### src/rtl/lcd_pixel_fetch_if.sv
`default_nettype none
// ============================================================================
// lcd_pixel_fetch_if : timing-in, ROM / segment-state and pixel-out bundle
// Revision 1.0
// ============================================================================
interface lcd_pixel_fetch_if #(
   parameter int AW = 17
);
   logic [9:0]    i_hcnt;
   logic [9:0]    i_vcnt;
   logic          i_hb;
   logic          i_vb;
   logic          i_hs;
   logic          i_vs;
   logic [AW-1:0] o_rom_addr;
   logic          o_rom_rd;
   logic [23:0]   i_bg_data;
   logic [7:0]    i_seg_id;
   logic [7:0]    o_seg_idx;
   logic          i_seg_on;
   logic [7:0]    o_r;
   logic [7:0]    o_g;
   logic [7:0]    o_b;
   logic          o_hb;
   logic          o_vb;
   logic          o_hs;
   logic          o_vs;
   logic          o_frame_err;

   modport master (
      output i_hcnt, i_vcnt, i_hb, i_vb, i_hs, i_vs, i_bg_data, i_seg_id, i_seg_on,
      input  o_rom_addr, o_rom_rd, o_seg_idx, o_r, o_g, o_b,
      input  o_hb, o_vb, o_hs, o_vs, o_frame_err
   );

   modport slave (
      input  i_hcnt, i_vcnt, i_hb, i_vb, i_hs, i_vs, i_bg_data, i_seg_id, i_seg_on,
      output o_rom_addr, o_rom_rd, o_seg_idx, o_r, o_g, o_b,
      output o_hb, o_vb, o_hs, o_vs, o_frame_err
   );
endinterface
`default_nettype wire

### src/rtl/lcd_pixel_fetch.sv
`default_nettype none
// ============================================================================
// lcd_pixel_fetch : ROM address generation, LCD segment darkening, timing realign
// Revision 1.0
// ============================================================================
module lcd_pixel_fetch #(
   parameter int HACT    = 360,
   parameter int VACT    = 240,
   parameter int AW      = 17,
   parameter int MEM_LAT = 2
) (
   input  logic             vclk,
   input  logic             rst_n,
   lcd_pixel_fetch_if.slave bus
);
   localparam logic [9:0]    c_HACT    = 10'(HACT);
   localparam logic [9:0]    c_VACT    = 10'(VACT);
   localparam logic [AW-1:0] c_FRAME   = AW'(HACT * VACT);
   localparam logic [AW-1:0] c_CNT_MAX = '1;
   localparam int            c_DLY     = MEM_LAT + 2;

   logic          w_act;
   logic [23:0]   w_dark;
   logic [AW-1:0] r_cnt;
   logic [AW-1:0] r_addr;
   logic          r_rd;
   logic          r_vb_prev;
   logic          r_synced;
   logic          r_err;
   logic [MEM_LAT:0] r_act;
   logic [3:0]    r_tim [c_DLY];
   logic [23:0]   r_bg;
   logic [7:0]    r_sid;
   logic [23:0]   r_rgb;

   assign w_act  = ~bus.i_hb & ~bus.i_vb;
   assign w_dark = {2'b00, r_bg[23:18], 2'b00, r_bg[15:10], 2'b00, r_bg[7:2]};

   // Address counter; the size check only counts once a full vblank has been seen
   // since reset, so a mid-frame reset cannot raise a spurious geometry error.
   always_ff @(posedge vclk or negedge rst_n) begin
      if (!rst_n) begin
         r_cnt     <= '0;
         r_addr    <= '0;
         r_rd      <= 1'b0;
         r_vb_prev <= 1'b1;
         r_synced  <= 1'b0;
         r_err     <= 1'b0;
      end else begin
         r_vb_prev <= bus.i_vb;
         if (bus.i_vb) begin
            r_cnt    <= '0;
            r_rd     <= 1'b0;
            r_synced <= 1'b1;
            if (!r_vb_prev && r_synced && (r_cnt != c_FRAME)) begin
               r_err <= 1'b1;
            end
         end else if (!bus.i_hb) begin
            r_addr <= r_cnt;
            r_rd   <= 1'b1;
            if (r_cnt == c_CNT_MAX) begin
               r_err <= 1'b1;
            end else begin
               r_cnt <= r_cnt + 1'b1;
            end
            if ((bus.i_hcnt >= c_HACT) || (bus.i_vcnt >= c_VACT)) begin
               r_err <= 1'b1;
            end
         end else begin
            r_rd <= 1'b0;
         end
      end
   end

   // ROM data lands MEM_LAT edges after its address; segment state follows one edge later.
   always_ff @(posedge vclk or negedge rst_n) begin
      if (!rst_n) begin
         r_act <= '0;
         for (int i = 0; i < c_DLY; i++) begin
            r_tim[i] <= 4'hF;
         end
         r_bg  <= '0;
         r_sid <= '0;
         r_rgb <= '0;
      end else begin
         r_act    <= {r_act[MEM_LAT-1:0], w_act};
         r_tim[0] <= {bus.i_hb, bus.i_vb, bus.i_hs, bus.i_vs};
         for (int i = 1; i < c_DLY; i++) begin
            r_tim[i] <= r_tim[i-1];
         end
         r_bg  <= bus.i_bg_data;
         r_sid <= bus.i_seg_id;
         if (!r_act[MEM_LAT]) begin
            r_rgb <= '0;
         end else if ((r_sid != 8'd0) && bus.i_seg_on) begin
            r_rgb <= w_dark;
         end else begin
            r_rgb <= r_bg;
         end
      end
   end

   assign bus.o_rom_addr  = r_addr;
   assign bus.o_rom_rd    = r_rd;
   assign bus.o_seg_idx   = r_sid;
   assign bus.o_r         = r_rgb[23:16];
   assign bus.o_g         = r_rgb[15:8];
   assign bus.o_b         = r_rgb[7:0];
   assign bus.o_hb        = r_tim[c_DLY-1][3];
   assign bus.o_vb        = r_tim[c_DLY-1][2];
   assign bus.o_hs        = r_tim[c_DLY-1][1];
   assign bus.o_vs        = r_tim[c_DLY-1][0];
   assign bus.o_frame_err = r_err;
endmodule
`default_nettype wire
### src/flat_wrapper.sv
// flat-port wrapper written by rule: the top's interface ports become plain ports
module lcd_pixel_fetch_flat 
#(
   parameter int HACT    = 360,
   parameter int VACT    = 240,
   parameter int AW      = 17,
   parameter int MEM_LAT = 2
)
  (vclk, rst_n, bus_i_hcnt, bus_i_vcnt, bus_i_hb, bus_i_vb, bus_i_hs, bus_i_vs, bus_i_bg_data, bus_i_seg_id, bus_i_seg_on, bus_o_rom_addr, bus_o_rom_rd, bus_o_seg_idx, bus_o_r, bus_o_g, bus_o_b, bus_o_hb, bus_o_vb, bus_o_hs, bus_o_vs, bus_o_frame_err);
  lcd_pixel_fetch_if #(.AW(AW)) bus_i ();
  input  logic vclk;
  input  logic rst_n;
  input wire logic [$bits(bus_i.i_hcnt)-1:0] bus_i_hcnt;
  input wire logic [$bits(bus_i.i_vcnt)-1:0] bus_i_vcnt;
  input wire logic [$bits(bus_i.i_hb)-1:0] bus_i_hb;
  input wire logic [$bits(bus_i.i_vb)-1:0] bus_i_vb;
  input wire logic [$bits(bus_i.i_hs)-1:0] bus_i_hs;
  input wire logic [$bits(bus_i.i_vs)-1:0] bus_i_vs;
  input wire logic [$bits(bus_i.i_bg_data)-1:0] bus_i_bg_data;
  input wire logic [$bits(bus_i.i_seg_id)-1:0] bus_i_seg_id;
  input wire logic [$bits(bus_i.i_seg_on)-1:0] bus_i_seg_on;
  output wire logic [$bits(bus_i.o_rom_addr)-1:0] bus_o_rom_addr;
  output wire logic [$bits(bus_i.o_rom_rd)-1:0] bus_o_rom_rd;
  output wire logic [$bits(bus_i.o_seg_idx)-1:0] bus_o_seg_idx;
  output wire logic [$bits(bus_i.o_r)-1:0] bus_o_r;
  output wire logic [$bits(bus_i.o_g)-1:0] bus_o_g;
  output wire logic [$bits(bus_i.o_b)-1:0] bus_o_b;
  output wire logic [$bits(bus_i.o_hb)-1:0] bus_o_hb;
  output wire logic [$bits(bus_i.o_vb)-1:0] bus_o_vb;
  output wire logic [$bits(bus_i.o_hs)-1:0] bus_o_hs;
  output wire logic [$bits(bus_i.o_vs)-1:0] bus_o_vs;
  output wire logic [$bits(bus_i.o_frame_err)-1:0] bus_o_frame_err;
  assign bus_i.i_hcnt = bus_i_hcnt;
  assign bus_i.i_vcnt = bus_i_vcnt;
  assign bus_i.i_hb = bus_i_hb;
  assign bus_i.i_vb = bus_i_vb;
  assign bus_i.i_hs = bus_i_hs;
  assign bus_i.i_vs = bus_i_vs;
  assign bus_i.i_bg_data = bus_i_bg_data;
  assign bus_i.i_seg_id = bus_i_seg_id;
  assign bus_i.i_seg_on = bus_i_seg_on;
  assign bus_o_rom_addr = bus_i.o_rom_addr;
  assign bus_o_rom_rd = bus_i.o_rom_rd;
  assign bus_o_seg_idx = bus_i.o_seg_idx;
  assign bus_o_r = bus_i.o_r;
  assign bus_o_g = bus_i.o_g;
  assign bus_o_b = bus_i.o_b;
  assign bus_o_hb = bus_i.o_hb;
  assign bus_o_vb = bus_i.o_vb;
  assign bus_o_hs = bus_i.o_hs;
  assign bus_o_vs = bus_i.o_vs;
  assign bus_o_frame_err = bus_i.o_frame_err;
  lcd_pixel_fetch #(.HACT(HACT), .VACT(VACT), .AW(AW), .MEM_LAT(MEM_LAT)) u_core (.vclk(vclk), .rst_n(rst_n), .bus(bus_i));
endmodule
### config.mk
export PLATFORM = sky130hd
export DESIGN_NAME = lcd_pixel_fetch_flat
export DESIGN_NICKNAME = d
export VERILOG_FILES = /design/src/rtl/lcd_pixel_fetch_if.sv /design/src/rtl/lcd_pixel_fetch.sv /design/src/flat_wrapper.sv
export SDC_FILE = /design/constraint.sdc
export NUM_CORES = 1
export LEC_CHECK = 0
export ABC_AREA = 1
export BUFFER_PORTS_ARGS = -buffer_cell sky130_fd_sc_hd__clkbuf_2
export CORE_AREA = 3 3 91 93
export DETAILED_ROUTE_END_ITERATION = 10
export DIE_AREA = 0 0 94 96
export GPL_TIMING_DRIVEN = 0
export PLACE_DENSITY = 0.81
export RECOVER_POWER = 25
export SLEW_MARGIN = 20
export SYNTH_ARGS = -nofsm -noshare
export SYNTH_HDL_FRONTEND = slang
export SYNTH_SLANG_ARGS = --single-unit
### constraint.sdc
create_clock -name vclk -period 3.6 [get_ports vclk]
set_clock_uncertainty 0.2 [all_clocks]
set_input_delay 0.18 -clock vclk [delete_from_list [all_inputs] [get_ports vclk]]
set_output_delay 0.18 -clock vclk [all_outputs]
set_load 0.02 [all_outputs]
==> results of run 1 <==
==> flip-flops by register name, summed over array words and instances (netlist names), 3 cells and up <==
| name | count |
|---|---|
| u_core.r_act | 3 |
| u_core.r_rgb | 24 |
| u_core.r_tim | 12 |
| u_core.bus.o_rom_addr | 17 |
| u_core.r_cnt | 17 |
| u_core.bus.o_seg_idx | 8 |
| u_core.r_bg | 24 |
==> cells by family after synthesis <==
kind of cell             synth area share [%]
buffers and inverters                   4.421
AO/OA/AOI/OAI                           5.527
AND/OR/NAND/NOR                         20.48
flip-flops                              68.65
adder cells (fa/ha/maj)                0.9212
==> critical path, stage by stage (launching register included) <==
cell and delay, ps:
sky130_fd_sc_hd__dfrtp_1 400, sky130_fd_sc_hd__ha_1 210, sky130_fd_sc_hd__inv_1 70, sky130_fd_sc_hd__nor2_1 240, sky130_fd_sc_hd__nand4_1 120, sky130_fd_sc_hd__nor2_1 120
sky130_fd_sc_hd__ha_1 220, sky130_fd_sc_hd__nor2_1 110, sky130_fd_sc_hd__nor2_1 150, sky130_fd_sc_hd__nor2_1 90, sky130_fd_sc_hd__nand2_1 90, sky130_fd_sc_hd__nor2_1 50
sky130_fd_sc_hd__o21ai_0 170, sky130_fd_sc_hd__inv_1 50
==> cell usage after synthesis, types with 2 or more instances <==
| cell | instances |
|---|---|
| sky130_fd_sc_hd__a21oi_1 | 5 |
| sky130_fd_sc_hd__buf_2 | 6 |
| sky130_fd_sc_hd__buf_4 | 2 |
| sky130_fd_sc_hd__clkbuf_1 | 2 |
| sky130_fd_sc_hd__dfrtp_1 | 95 |
| sky130_fd_sc_hd__dfstp_2 | 16 |
| sky130_fd_sc_hd__ha_1 | 3 |
| sky130_fd_sc_hd__inv_1 | 32 |
| sky130_fd_sc_hd__inv_2 | 2 |
| sky130_fd_sc_hd__nand2_1 | 79 |
| sky130_fd_sc_hd__nand2_2 | 5 |
| sky130_fd_sc_hd__nand3_1 | 9 |
| sky130_fd_sc_hd__nand4_1 | 4 |
| sky130_fd_sc_hd__nor2_1 | 88 |
| sky130_fd_sc_hd__nor2_4 | 5 |
| sky130_fd_sc_hd__nor3_1 | 3 |
| sky130_fd_sc_hd__o21ai_0 | 31 |
| sky130_fd_sc_hd__o21ai_1 | 3 |
==> power by group through the flow <==
stage / Sequential (mW) / Clock (mW) / Combinational [mW]
after detailed placement: 1.34 / 0 / 0.175
after global placement: 1.34 / 0 / 0.167
final: 1.32 / 0.690 / 0.207
after CTS: 1.32 / 0.706 / 0.209
after floorplan: 1.37 / 0 / 0.0529
after global routing: 1.32 / 0.768 / 0.230
==> how the worst min path moves through the flow <==
stage,to,depth (start not counted),slack [ps],startpoint
2_1_floorplan,u_core.bus.o_frame_err,0,-320,rst_n
3_3_place_gp,u_core.r_tim[12],1,70,bus_i_vs
3_5_place_dp,u_core.r_rgb[0],1,-170,rst_n
4_1_cts,u_core.r_rgb[3],5,10,bus_i_seg_on
5_1_grt,u_core.r_rgb[3],5,40,bus_i_seg_on
6_report,u_core.r_rgb[0],5,20,bus_i_seg_on
==> layout make-up <==
class / count / area share [%]
clock buffer: 10 / 2.394
sequential: 111 / 52.48
buffer: 10 / 0.9857
timing repair buffer: 146 / 17.70
antenna: 1 / 0.04694
clock inverter: 6 / 1.033
multi-input combinational: 243 / 20.58
tap: 102 / 2.394
inverter: 34 / 2.394
==> metrics by stage <==
stage / instances / setup WS [ps] / area (µm²) / utilization, %
finish: 663 / 1207 / 5331 / 70.08
global route: 663 / 935.2 / 5331 / 70.08
CTS: 662 / 1198 / 5343 / 70.23
detailed placement: 607 / 1222 / 4770 / 62.70
global placement: 606 / 797.1 / 4733 / 62.22
floorplan: 398 / 1573 / 4075 / -
==> repair_timing <==
action / 4_1_cts / 5_1_grt
gates resized for setup: 0 / 0
hold endpoints to repair: 133 / 0
hold buffers: 39 / 0
setup buffers: 0 / 0
==> cell usage in the layout, fill, tap and decap left out, types with 7 or more instances in the layout <==
cell type / count
sky130_fd_sc_hd__clkbuf_1: 7
sky130_fd_sc_hd__clkbuf_2: 102
sky130_fd_sc_hd__clkbuf_8: 9
sky130_fd_sc_hd__dfrtp_1: 95
sky130_fd_sc_hd__dfstp_2: 16
sky130_fd_sc_hd__dlygate4sd3_1: 39
sky130_fd_sc_hd__inv_1: 32
sky130_fd_sc_hd__nand2_1: 79
sky130_fd_sc_hd__nand3_1: 9
sky130_fd_sc_hd__nor2_1: 88
sky130_fd_sc_hd__o21ai_0: 31
==> routing by layer <==
layer	GRT usage (%)	up-vias
met3	4.066	14
met4	7.942	0
li1	-	1548
met2	37.85	104
met1	24.42	1558
met5	0	-
==> results.md, run 1 <==
- The net count of the finished layout is 617.
- The timing startpoint of the critical path is u_core.r_cnt[1].
- After detailed routing, the met2 layer carries 4.971 mm of wire.
- The effective utilization at floorplan is 53.57%.
- In this run, the clock network consumes 31.2% of the power.
- In the post-synthesis netlist, the biggest area contributors are sky130_fd_sc_hd__dfrtp_1, sky130_fd_sc_hd__dfstp_2, sky130_fd_sc_hd__nor2_1, sky130_fd_sc_hd__nand2_1, sky130_fd_sc_hd__o21ai_0.
- CTS placed an instance of sky130_fd_sc_hd__clkbuf_8 at the clock tree root.
- Summing every instance area after synthesis gives 4075 µm².
- The wire length on met3 is 470 µm.
- A synthesized cell averages 10.24 µm².
- Cells with a size suffix above 1 make up 28.21% of the layout.
- Clock-pin slew was measured on the worst setup and hold paths at 110 ps.
- The number of maximum-capacitance violations is 0.
- The die outline height is 96 µm.
- The setup path with the least slack is of type reg2reg.
- The layout has 523 filler cells.
- The via count of the first global-routing pass is 3027.
- After detailed routing, the wire length on met1 is 3.420 mm.
- The total power consumption of the routed design is 2.215 mW.
- Dividing the detail-routed wire length by the instance count gives 13.62 µm.
- Setup repair after global routing left no endpoint under its margin.
- The maximum clock path buffer count is 2.
- The arrival time of data at the critical path endpoint is 2460 ps.
- The actual transition at the worst max-transition pin is 511.0 ps.
- The number of different library cells used by synthesis comes to 26.
- In this run the power spent charging and discharging nets is 0.5661 mW.
- The worst setup path is captured at a register.
- The cell depth of the worst flop-to-flop path is 13.
- The number of nets in the synthesized netlist is 460.
- Setup violations remaining at the end of the flow were counted as 0.
- In this run the remaining antenna-violating nets after routing total 0.
- In the routed design, unresolved DRC markers number 0.
- The run finished with clean final reports.
- On the final layout, the worst hold slack is 24.34 ps.
- The power share of the combinational group is 9.3%.
- The width of the die is 94 µm.
- Across every metal layer, demand over resource in global routing totals 20.82%.
- The uppermost signal routing layer after detailed routing is met4.
- The number of enable flip-flop cells after synthesis is 0.
- The number of vias per cell is 4.863.
- Of the total power, registers draw 59.5%.
- The max-slew violation count is 0.
- The proportion of netlist area held by the largest area contributor is 58.34%.
- The peak ir drop on the vdd network is 0.2032 mV.
- The path category of the worst min-delay check is in2reg.
- The sum of negative setup slack is 0 ps.
- The total number of vias is 3224.
- At the later pin of the worst-skew pair, clock insertion delay measures 370 ps.
- Port buffering added 106 buffers.
- In this run the critical register-to-register path is launched from u_core.r_cnt[1].
- The TritonCTS clock tree is yes.
- In this run, synthesis produced a sequential element count of 111.
- Entering global routing, the biggest net connects 101 pins.
- The area growth from synthesis to layout is 30.83%.
- The worst setup path is launched from a register.
- For this design the static power due to leakage is 2.722 nW.
- The normalized max-slew margin is 65.82%.
- Based on the critical path, the design can be clocked at up to 0.4180 GHz.
- The number of antenna violations at the first check in global routing is 1.
- During synthesis, Yosys emitted a total of 0 warnings.
- In this run switching power makes up 25.56% of total power.
- The final critical-path required period is 2393 ps.
- The worst register-to-register path ends at u_core.r_cnt[6].
- The sum of routed wire length over all layers is 9.027 mm.
- The most instantiated flip-flop cell in the synthesis netlist is sky130_fd_sc_hd__dfrtp_1.
- For this run, the detailed router's first-pass iteration total came to 4.
- The most critical setup path has its endpoint at u_core.r_cnt[6].
- The first global-routing pass estimated 14.38 mm of wire.
- The multi-input combinational cells in the finished layout cover a total of 1097 µm².
- The die area is 9024 µm².
- At the worst endpoint, the required time is 3660 ps.
- The number of ports placed on the die boundary is 114.
- The clock drives 111 sinks.
- The final global-route overflow total is 0.
- The setup check on the worst reg-to-reg path leaves a slack of 1210 ps.
- The internal cell power is 1.649 mW.
- The total clock buffers created by CTS is 9.
- Of all flip-flops after synthesis, the portion carrying an async set or reset was 100.0%.
- The global placer's final weighted congestion is 0.8963.
- The cell count after synthesis is 398.
- The final number of hold-violating endpoints is 0.
- The total area inside the core boundary comes to 7607 µm².
- In this run the worst path has a maximum fanout of 4.
- Summed over all instances, the cell type with the most area after synthesis is sky130_fd_sc_hd__dfrtp_1.
- The starting DRC count in detailed routing is 200.
- In the finished design, the share of the clock period the worst path needs comes to 66.46%.
- The power per cell area is 415.4 nW/µm².
- Sequential elements use 68.65% of the synthesized area.
- The row count is 32.
- The total number of H-tree levels is 3.
- Detailed placement finished with a half-perimeter wire length of 5.970 mm.
- Registers take 2798 µm².
Note: power is estimated with default switching activity, not from simulation.
==> run 2, diff against run 1 <==
- ABC_AREA: 1 -> 0
- CORE_AREA: 3 3 91 93 -> 3 3 93 95
- DIE_AREA: 0 0 94 96 -> 0 0 96 98
- PLACE_DENSITY: 0.81 -> 0.77
- clock period: 3.6 -> 2.3 ns (I/O delays scaled with it)
==> run 2 against run 1 <==
The flow now finishes with violations (setup timing). Hold slack improved by 35 ps. Largest cell class unchanged. Synthesized area decreased by 2.3%. Via count shrank 14%. Synthesized cell count is 32% lower. Flip-flop and latch count unchanged. Worst setup slack got worse by 1200 ps. Sequential share of layout area fell by 2.0 points. Highest routed layer unchanged.
==> results.md, run 2 <==
- The type of destination of the critical path is a register (unchanged).
- The cell total after placement is 480 (was 607).
- The number of setup violations in the final report is 1 (was 0).
- The checks that failed: setup timing.
- The actual transition at the worst max-transition pin was 836.3 ps (was 511.0 ps).
- The layout net count was 511 (was 617).
- The total buffers and inverters traversed by the critical path is 0 (was 2).
- The start-to-end type of the worst setup path is reg2reg (unchanged).
- The total number of H-tree levels is 3 (unchanged).
- The slack of the critical path is -24.40 ps (was 1207 ps).
- The DRC violations left was 0 (unchanged).
- The number of maximum-capacitance violations is 0 (unchanged).
- The data required time of the critical path came to 2360 ps (was 3660 ps).
- The number of enable flip-flop cells after synthesis is 0 (unchanged).
- The internal cell power is 2.652 mW (was 1.649 mW).
- The clock-pin slew on the worst setup and hold paths came to 110 ps (about the same).
- The cell area after synthesis came to 3981 µm² (was 4075 µm²).
- The leakage power summed over all cells is 2.726 nW (was 2.722 nW).
- The arrival time of data at the critical path endpoint is 2380 ps (was 2460 ps).
- The cell class contributing the biggest share of worst-path delay was simple AND/OR/NAND/NOR gates (unchanged).
- The cell depth of the worst flop-to-flop path is 9 (was 13).
- The half-perimeter wire length after placement was 5.336 mm (was 5.970 mm).
- The switching power of the nets was 0.8919 mW (was 0.5661 mW).
- The count of yosys warnings during synthesis is 0 (unchanged).
- The row count was 32 (unchanged).
- The total number of vias is 2763 (was 3224).
- The path category of the worst min-delay check is in2async (was in2reg).
- Commonest non-fill, non-tap cells in the layout: sky130_fd_sc_hd__clkbuf_2, sky130_fd_sc_hd__dfrtp_1, sky130_fd_sc_hd__dlygate4sd3_1, sky130_fd_sc_hd__nor2b_1, sky130_fd_sc_hd__mux2i_1 (was sky130_fd_sc_hd__clkbuf_2, sky130_fd_sc_hd__dfrtp_1, sky130_fd_sc_hd__nor2_1, sky130_fd_sc_hd__nand2_1, sky130_fd_sc_hd__dlygate4sd3_1).
- The number of search-and-repair iterations in the first detailed-routing pass was 4 (unchanged).
- The global-route wire length before repair is 14.06 mm (was 14.38 mm).
- The switching portion of total power came to 25.17% (was 25.56%).
- The effective utilization at floorplan is 50.99% (was 53.57%).
- The die outline height is 98 µm (was 96 µm).
- The number of clock sinks seen by CTS is 111 (unchanged).
- The TritonCTS clock tree is yes (unchanged).
- The final critical-path required period came to 2324 ps (was 2393 ps).
- The element type at the critical path start is a register (unchanged).
- The final standard cell count with taps included and fillers excluded is 557 (was 663).
- The floorplan core area was 7807 µm² (was 7607 µm²).
- The fraction of registers with async set/reset is 100.0% (unchanged).
- The worst-path cell with the longest stage delay is sky130_fd_sc_hd__dfrtp_1 (unchanged).
- Unrepaired setup endpoints after global routing: true (was false).
- The cell count after synthesis is 271 (was 398).
- The sum of negative setup slack is -24.40 ps (was 0 ps).
- Result of the run: complete, but fails checks (was finished clean).
- The startpoint of the lowest-slack register-to-register path is u_core.r_cnt[1] (unchanged).
- The end of the worst register-to-register path is u_core.r_cnt[15] (was u_core.r_cnt[6]).
- The max-slew violation count was 0 (unchanged).
- The largest net degree at the start of global routing was 57 (was 101).
- The maximum clock path buffer count is 2 (unchanged).
- The starting DRC count in detailed routing came to 69 (was 200).
- Leading registers by flop count: u_core.r_bg (24), u_core.r_rgb (24) (unchanged).
- The layout overhead on the synthesized area is 39.38% (was 30.83%).
- The proportion of power drawn by flip-flops and latches is 58.2% (was 59.5%).
- The sequential element share of the synthesized area came to 70.27% (was 68.65%).
- The ratio of cells with drive above 1 in the final layout is 43.39% (was 28.21%).
- Cell types with the largest area share after synthesis: sky130_fd_sc_hd__dfrtp_1, sky130_fd_sc_hd__dfstp_2, sky130_fd_sc_hd__mux2_2, sky130_fd_sc_hd__mux2i_1, sky130_fd_sc_hd__nor2b_1 (was sky130_fd_sc_hd__dfrtp_1, sky130_fd_sc_hd__dfstp_2, sky130_fd_sc_hd__nor2_1, sky130_fd_sc_hd__nand2_1, sky130_fd_sc_hd__o21ai_0).
- The later-pin clock latency in the skew report came to 370 ps (about the same).
- The clock power share is 31.9% (was 31.2%).
- The number of vias per cell came to 4.961 (was 4.863).
- Most common library cells after synthesis: sky130_fd_sc_hd__dfrtp_1, sky130_fd_sc_hd__nor2b_1, sky130_fd_sc_hd__mux2_2, sky130_fd_sc_hd__mux2i_1, sky130_fd_sc_hd__dfstp_2 (was sky130_fd_sc_hd__dfrtp_1, sky130_fd_sc_hd__nor2_1, sky130_fd_sc_hd__nand2_1).
- The number of nets with antenna violations after routing is 0 (unchanged).
- The library cell with the largest summed area after synthesis is sky130_fd_sc_hd__dfrtp_1 (unchanged).
- The final number of hold-violating endpoints is 0 (unchanged).
- The delay of the slowest cell on the worst path is 430 ps (was 400 ps).
- The global placer's final weighted congestion was 0.7773 (was 0.8963).
- The routed wirelength normalized by instance count is 15.48 µm (was 13.62 µm).
- The average footprint of a synthesized cell is 14.69 µm² (was 10.24 µm²).
- List of cells traversed by the critical path: ha_4, and3_4, nand2_4, nor3_4, ha_4, o21ba_4, nor4_4, nor2b_4, mux2_4 (was ha_1, inv_1, nor2_1, nand4_1, nor2_1, ha_1, nor2_1, nor2_1, nor2_1, nand2_1, nor2_1, o21ai_0, inv_1).
- The most repeated library cell on the critical path is sky130_fd_sc_hd__ha_4 (was sky130_fd_sc_hd__nor2_1).
- The final global-route overflow total is 0 (unchanged).
- The upper clock frequency limit is 0.4302 GHz (was 0.4180 GHz).
- The number of different library cells in the post-synthesis netlist is 42 (was 26).
- The clock tree root buffer cell is sky130_fd_sc_hd__clkbuf_8 (unchanged).
- The peak ir drop on the vdd network is 0.3705 mV (was 0.2032 mV).
- The total global-route track usage is 19.33% (was 20.82%).
- The proportion of netlist area held by the largest area contributor is 59.71% (was 58.34%).
- The number of I/O port buffers was 106 (unchanged).
- The normalized max-slew margin came to 44.04% (was 65.82%).
- The power per cell area is 638.6 nW/µm² (was 415.4 nW/µm²).
- The share of the clock period used by the worst path is 101.1% (was 66.46%).
- The number of ports placed on the die boundary is 114 (unchanged).
- The most instantiated flip-flop cell in the synthesis netlist is sky130_fd_sc_hd__dfrtp_1 (unchanged).
- The dominant cell by count in the synthesized netlist is sky130_fd_sc_hd__dfrtp_1 (unchanged).
- The total of flip-flops plus latches after synthesis is 111 (unchanged).
- The number of antenna violations at the first check in global routing is 0 (was 1).
- The sum of routed wire length over all layers came to 8.620 mm (was 9.027 mm).
- The highest fanout seen on the critical path was 4 (unchanged).
- The post-synth net total came to 333 (was 460).
- The die area came to 9408 µm² (was 9024 µm²).
- The total clock buffers created by CTS came to 9 (unchanged).
- The most frequent standard cell in the layout excluding fill and tap cells is sky130_fd_sc_hd__clkbuf_2 (unchanged).
- The width of the die is 96 µm (was 94 µm).
- The power share of the combinational group is 9.9% (was 9.3%).
- The register-to-register setup slack is -20 ps (was 1210 ps).
- The via count of the first global-routing pass is 2957 (was 3027).
run 2: cell count changes after synthesis, moves of 18 or more:
cell and change:
sky130_fd_sc_hd__nand2_1 -70, sky130_fd_sc_hd__o21ai_0 -25, sky130_fd_sc_hd__mux2_2 +18, sky130_fd_sc_hd__nor2_1 -73, sky130_fd_sc_hd__nor2b_1 +20, sky130_fd_sc_hd__mux2i_1 +18, sky130_fd_sc_hd__inv_1 -30
run 2: stage by stage:
step	total power, mW	instance area [µm²]	utilization, %	hold WS (ps)	setup slack, ps
floorplan	2.229	4003	-	-380.6	-240.3
global placement	2.365	4661	59.70	4.836	-486.1
detailed placement	2.381	4697	60.16	-97.51	-497.6
CTS	3.580	5493	70.35	62.39	-20.36
global route	3.687	5547	71.04	83.16	-114.3
finish	3.543	5549	71.07	59.30	-24.40
run 2: layer usage:
metal	wire, µm	vias up	track usage [%]
met4	136	0	5.361
li1	-	1288	-
met1	3443	1374	22.98
met5	0	-	0
met2	4543	84	34.15
met3	495	17	4.931
run 2: cell type report:
class / count / area (µm²)
sequential: 111 / 2803
fill: 544 / 2258
multi-input combinational: 150 / 1225
timing repair buffer: 168 / 1134
clock buffer: 10 / 137.6
tap: 102 / 127.6
clock inverter: 6 / 61.31
buffer: 7 / 51.30
inverter: 2 / 7.507
antenna: 1 / 2.502
run 2: power groups by stage:
| stage | logic, mW | registers, mW | clock network [mW] |
|---|---|---|---|
| CTS | 0.352 | 2.06 | 1.16 |
| finish | 0.351 | 2.06 | 1.13 |
| floorplan | 0.0879 | 2.14 | 0 |
| global route | 0.383 | 2.07 | 1.23 |
| global placement | 0.264 | 2.10 | 0 |
| detailed placement | 0.278 | 2.10 | 0 |
run 2: cells by family (layout without fill, tap and decap cells):
logic type | after synthesis | after routing | synth area share, %
buf+inv | 10 | 193 | 1.571
mux | 36 | 36 | 9.616
compound gates | 19 | 19 | 3.269
simple gates | 82 | 82 | 12.13
xor+xnor | 10 | 10 | 2.200
flops | 111 | 111 | 70.27
fa+ha+maj | 3 | 3 | 0.9429
other cells | 0 | 1 | 0
run 2: worst max-delay path by stage:
stage | slack (ps) | start | to | cells after the start
CTS | -20 | u_core.r_cnt[0] | u_core.r_cnt[15] | 9
finish | -20 | u_core.r_cnt[1] | u_core.r_cnt[15] | 9
global placement | -490 | rst_n | u_core.r_bg[18] | 1
global route | -110 | u_core.r_cnt[0] | u_core.r_cnt[15] | 9
floorplan | -240 | u_core.r_cnt[0] | u_core.r_cnt[15] | 10
detailed placement | -500 | u_core.r_cnt[1] | u_core.r_cnt[15] | 10
run 2: timing repair:
action / in CTS / in global routing
endpoints found under the hold margin: 144 / 0
setup buffers: 16 / 0
setup endpoints to repair: 14 / 19
pin swaps: 4 / 4
gates resized for setup: 11 / 11
hold buffers: 45 / 0
==> run 3, diff against run 2 <==
- GPL_TIMING_DRIVEN: 0 -> 1
- clock period: 2.3 -> 2.6 ns (I/O delays scaled with it)
==> run 3 against run 2 <==
The flow now finishes without violations. Sequential power is 11% lower. Largest power group unchanged. Cell count is 2.5% lower. First-iteration DRC count is 26% higher. Maximum frequency is 4.1% lower.
==> results.md, run 3 (same netlist as run 2, synthesis figures left out) <==
- The layout overhead on the synthesized area is 33.82% (was 39.38%).
- The largest net degree at the start of global routing is 53 (was 57).
- The routed wirelength normalized by instance count is 14.90 µm (was 15.48 µm).
- The diode insertion count for antenna repair is 0 (was 1).
- The register-to-register setup slack was 180 ps (was -20 ps).
- The leakage power summed over all cells is 2.621 nW (was 2.726 nW).
- The half-perimeter wire length after placement came to 5.364 mm (was 5.336 mm).
- The total number of vias is 2702 (was 2763).
- The type of destination of the critical path is a register (unchanged).
- The DRC violations left came to 0 (unchanged).
- The number of maximum-capacitance violations came to 0 (unchanged).
- The end of the worst register-to-register path is u_core.r_cnt[15] (unchanged).
- The die area is 9408 µm² (unchanged).
- The number of clock sinks seen by CTS is 111 (unchanged).
- The cell depth of the worst flop-to-flop path is 9 (unchanged).
- The die outline height came to 98 µm (unchanged).
- The number of setup violations in the final report was 0 (was 1).
- The actual transition at the worst max-transition pin came to 564.8 ps (was 836.3 ps).
- The worst-path cell with the longest stage delay is sky130_fd_sc_hd__dfrtp_1 (unchanged).
- The arrival time of data at the critical path endpoint is 2470 ps (was 2380 ps).
- The ratio of cells with drive above 1 in the final layout came to 39.23% (was 43.39%).
- The delay of the slowest cell on the worst path is 400 ps (was 430 ps).
- The path category of the worst min-delay check is in2async (unchanged).
- The width of the die is 96 µm (unchanged).
- The starting DRC count in detailed routing is 87 (was 69).
- The total power consumption of the routed design was 3.048 mW (was 3.543 mW).
- The number of ports placed on the die boundary is 114 (unchanged).
- The upper clock frequency limit is 0.4124 GHz (was 0.4302 GHz).
- The highest fanout seen on the critical path is 7 (was 4).
- The final number of hold-violating endpoints is 0 (unchanged).
- The startpoint of the lowest-slack register-to-register path is u_core.r_cnt[0] (was u_core.r_cnt[1]).
- The via count of the first global-routing pass is 2874 (was 2957).
- The start-to-end type of the worst setup path is reg2reg (unchanged).
- The total global-route track usage is 18.66% (was 19.33%).
- Leading registers by flop count: u_core.r_bg (24), u_core.r_rgb (24) (unchanged).
- The most frequent standard cell in the layout excluding fill and tap cells is sky130_fd_sc_hd__clkbuf_2 (unchanged).
- The minimum hold slack was 85.45 ps (was 59.30 ps).
- The clock-pin slew on the worst setup and hold paths is 100 ps (was 110 ps).
- The row count is 32 (unchanged).
- The number of I/O port buffers is 106 (unchanged).
- The later-pin clock latency in the skew report was 360 ps (was 370 ps).
- The peak ir drop on the vdd network is 0.3133 mV (was 0.3705 mV).
- The final global-route overflow total is 0 (unchanged).
- The effective utilization at floorplan is 50.99% (unchanged).
- The power per cell area was 572.1 nW/µm² (was 638.6 nW/µm²).
- The max-slew violation count was 0 (unchanged).
- The share of the clock period used by the worst path is 93.26% (was 101.1%).
- The data required time of the critical path is 2650 ps (was 2360 ps).
- The number of search-and-repair iterations in the first detailed-routing pass is 4 (unchanged).
- The normalized max-slew margin came to 62.35% (was 44.04%).
- Commonest non-fill, non-tap cells in the layout: sky130_fd_sc_hd__clkbuf_2, sky130_fd_sc_hd__dfrtp_1, sky130_fd_sc_hd__dlygate4sd3_1, sky130_fd_sc_hd__nor2b_1 (was sky130_fd_sc_hd__clkbuf_2, sky130_fd_sc_hd__dfrtp_1, sky130_fd_sc_hd__dlygate4sd3_1, sky130_fd_sc_hd__nor2b_1, sky130_fd_sc_hd__mux2i_1).
- The layout net count is 499 (was 511).
- The global-route wire length before repair came to 13.62 mm (was 14.06 mm).
- List of cells traversed by the critical path: ha_1, and3_1, nand2_1, nor3_1, ha_1, o21ba_4, nor4_4, nor2b_2, mux2_2 (was ha_4, and3_4, nand2_4, nor3_4, ha_4, o21ba_4, nor4_4, nor2b_4, mux2_4).
- The sum of routed wire length over all layers came to 8.088 mm (was 8.620 mm).
- The end point of the critical path was u_core.r_cnt[15] (unchanged).
- The total number of H-tree levels is 3 (unchanged).
- Result of the run: finished clean (was complete, but fails checks).
- The number of nets with antenna violations after routing came to 0 (unchanged).
- The most repeated library cell on the critical path was sky130_fd_sc_hd__ha_1 (was sky130_fd_sc_hd__ha_4).
- The number of antenna violations at the first check in global routing is 0 (unchanged).
- The element type at the critical path start is a register (unchanged).
- The fill cell instance count of the final layout is 566 (was 544).
- Unrepaired setup endpoints after global routing: true (unchanged).
- The maximum clock path buffer count is 2 (unchanged).
- The global placer's final weighted congestion came to 0.8077 (was 0.7773).
- The floorplan core area was 7807 µm² (unchanged).
- The timing startpoint of the critical path is u_core.r_cnt[0] (was u_core.r_cnt[1]).
- The clock tree root buffer cell is sky130_fd_sc_hd__clkbuf_8 (unchanged).
- The TritonCTS clock tree is yes (unchanged).
- The total clock buffers created by CTS is 9 (unchanged).
- The final critical-path required period is 2425 ps (was 2324 ps).
- The number of vias per cell came to 4.976 (was 4.961).
==> run 3: where the power goes <==
part	switching (mW)	internal, mW
Clock	0.568	0.358
Combinational	0.154	0.142
Sequential	0.0289	1.80
Total	0.751	2.30
==> run 3: how the worst min path moves through the flow <==
stage / start / to / slack (ps) / cells past startpoint
6_report: rst_n / u_core.r_rgb[1] / 90 / 2
5_1_grt: rst_n / u_core.bus.o_seg_idx[1] / 100 / 2
4_1_cts: rst_n / u_core.r_rgb[3] / 90 / 2
3_5_place_dp: rst_n / u_core.r_rgb[1] / -60 / 1
3_3_place_gp: rst_n / u_core.r_rgb[1] / -60 / 1
2_1_floorplan: rst_n / u_core.bus.o_frame_err / -370 / 0
==> run 3: critical path: cells and delay by family (launching register included) <==
| family | cells | cell delay [ps] |
|---|---|---|
| flip-flops | 1 | 400 |
| multiplexers | 1 | 330 |
| adder cells (fa/ha/maj) | 2 | 420 |
| AO/OA/AOI/OAI | 1 | 230 |
| AND/OR/NAND/NOR | 5 | 720 |
==> run 3: metal layers <==
metal,vias to the layer above,part of all wire [%],routed length [µm],track usage (%)
met5,-,0,0,0
met1,1349,40,3272,22.68
met4,0,1.2,100,4.048
li1,1262,-,-,-
met2,80,53,4266,32.55
met3,11,5.5,448,5.393
==> run 3: timing repair <==
action | 4_1_cts | 5_1_grt
setup endpoints to repair | 0 | 2
setup buffers | 0 | 0
hold buffers | 44 | 0
resized for setup | 0 | 3
hold endpoints to repair | 122 | 0
==> run 3: area by class of cell <==
| class | count | area [µm²] | area share (%) |
|---|---|---|---|
| Sequential cell | 111 | 2799 | 52.54 |
| Clock inverter | 6 | 53.80 | 1.010 |
| Tap cell | 102 | 127.6 | 2.395 |
| Multi-Input combinational cell | 150 | 1139 | 21.37 |
| Clock buffer | 9 | 123.9 | 2.325 |
| Inverter | 2 | 7.507 | 0.1409 |
| Timing Repair Buffer | 163 | 1077 | 20.22 |
==> run 3: through the flow <==
stage / cell area [µm²] / utilization [%] / std cells / setup TNS [ps] / worst slack, ps
after floorplan: 3990 / - / 271 / 0 / 13.17
after global placement: 4706 / 60.27 / 484 / 0 / 224.9
after detailed placement: 4706 / 60.27 / 484 / 0 / 177.7
after CTS: 5324 / 68.19 / 543 / 0 / 143.7
after global routing: 5328 / 68.24 / 543 / -31.16 / -16.06
final: 5328 / 68.24 / 543 / 0 / 175.4
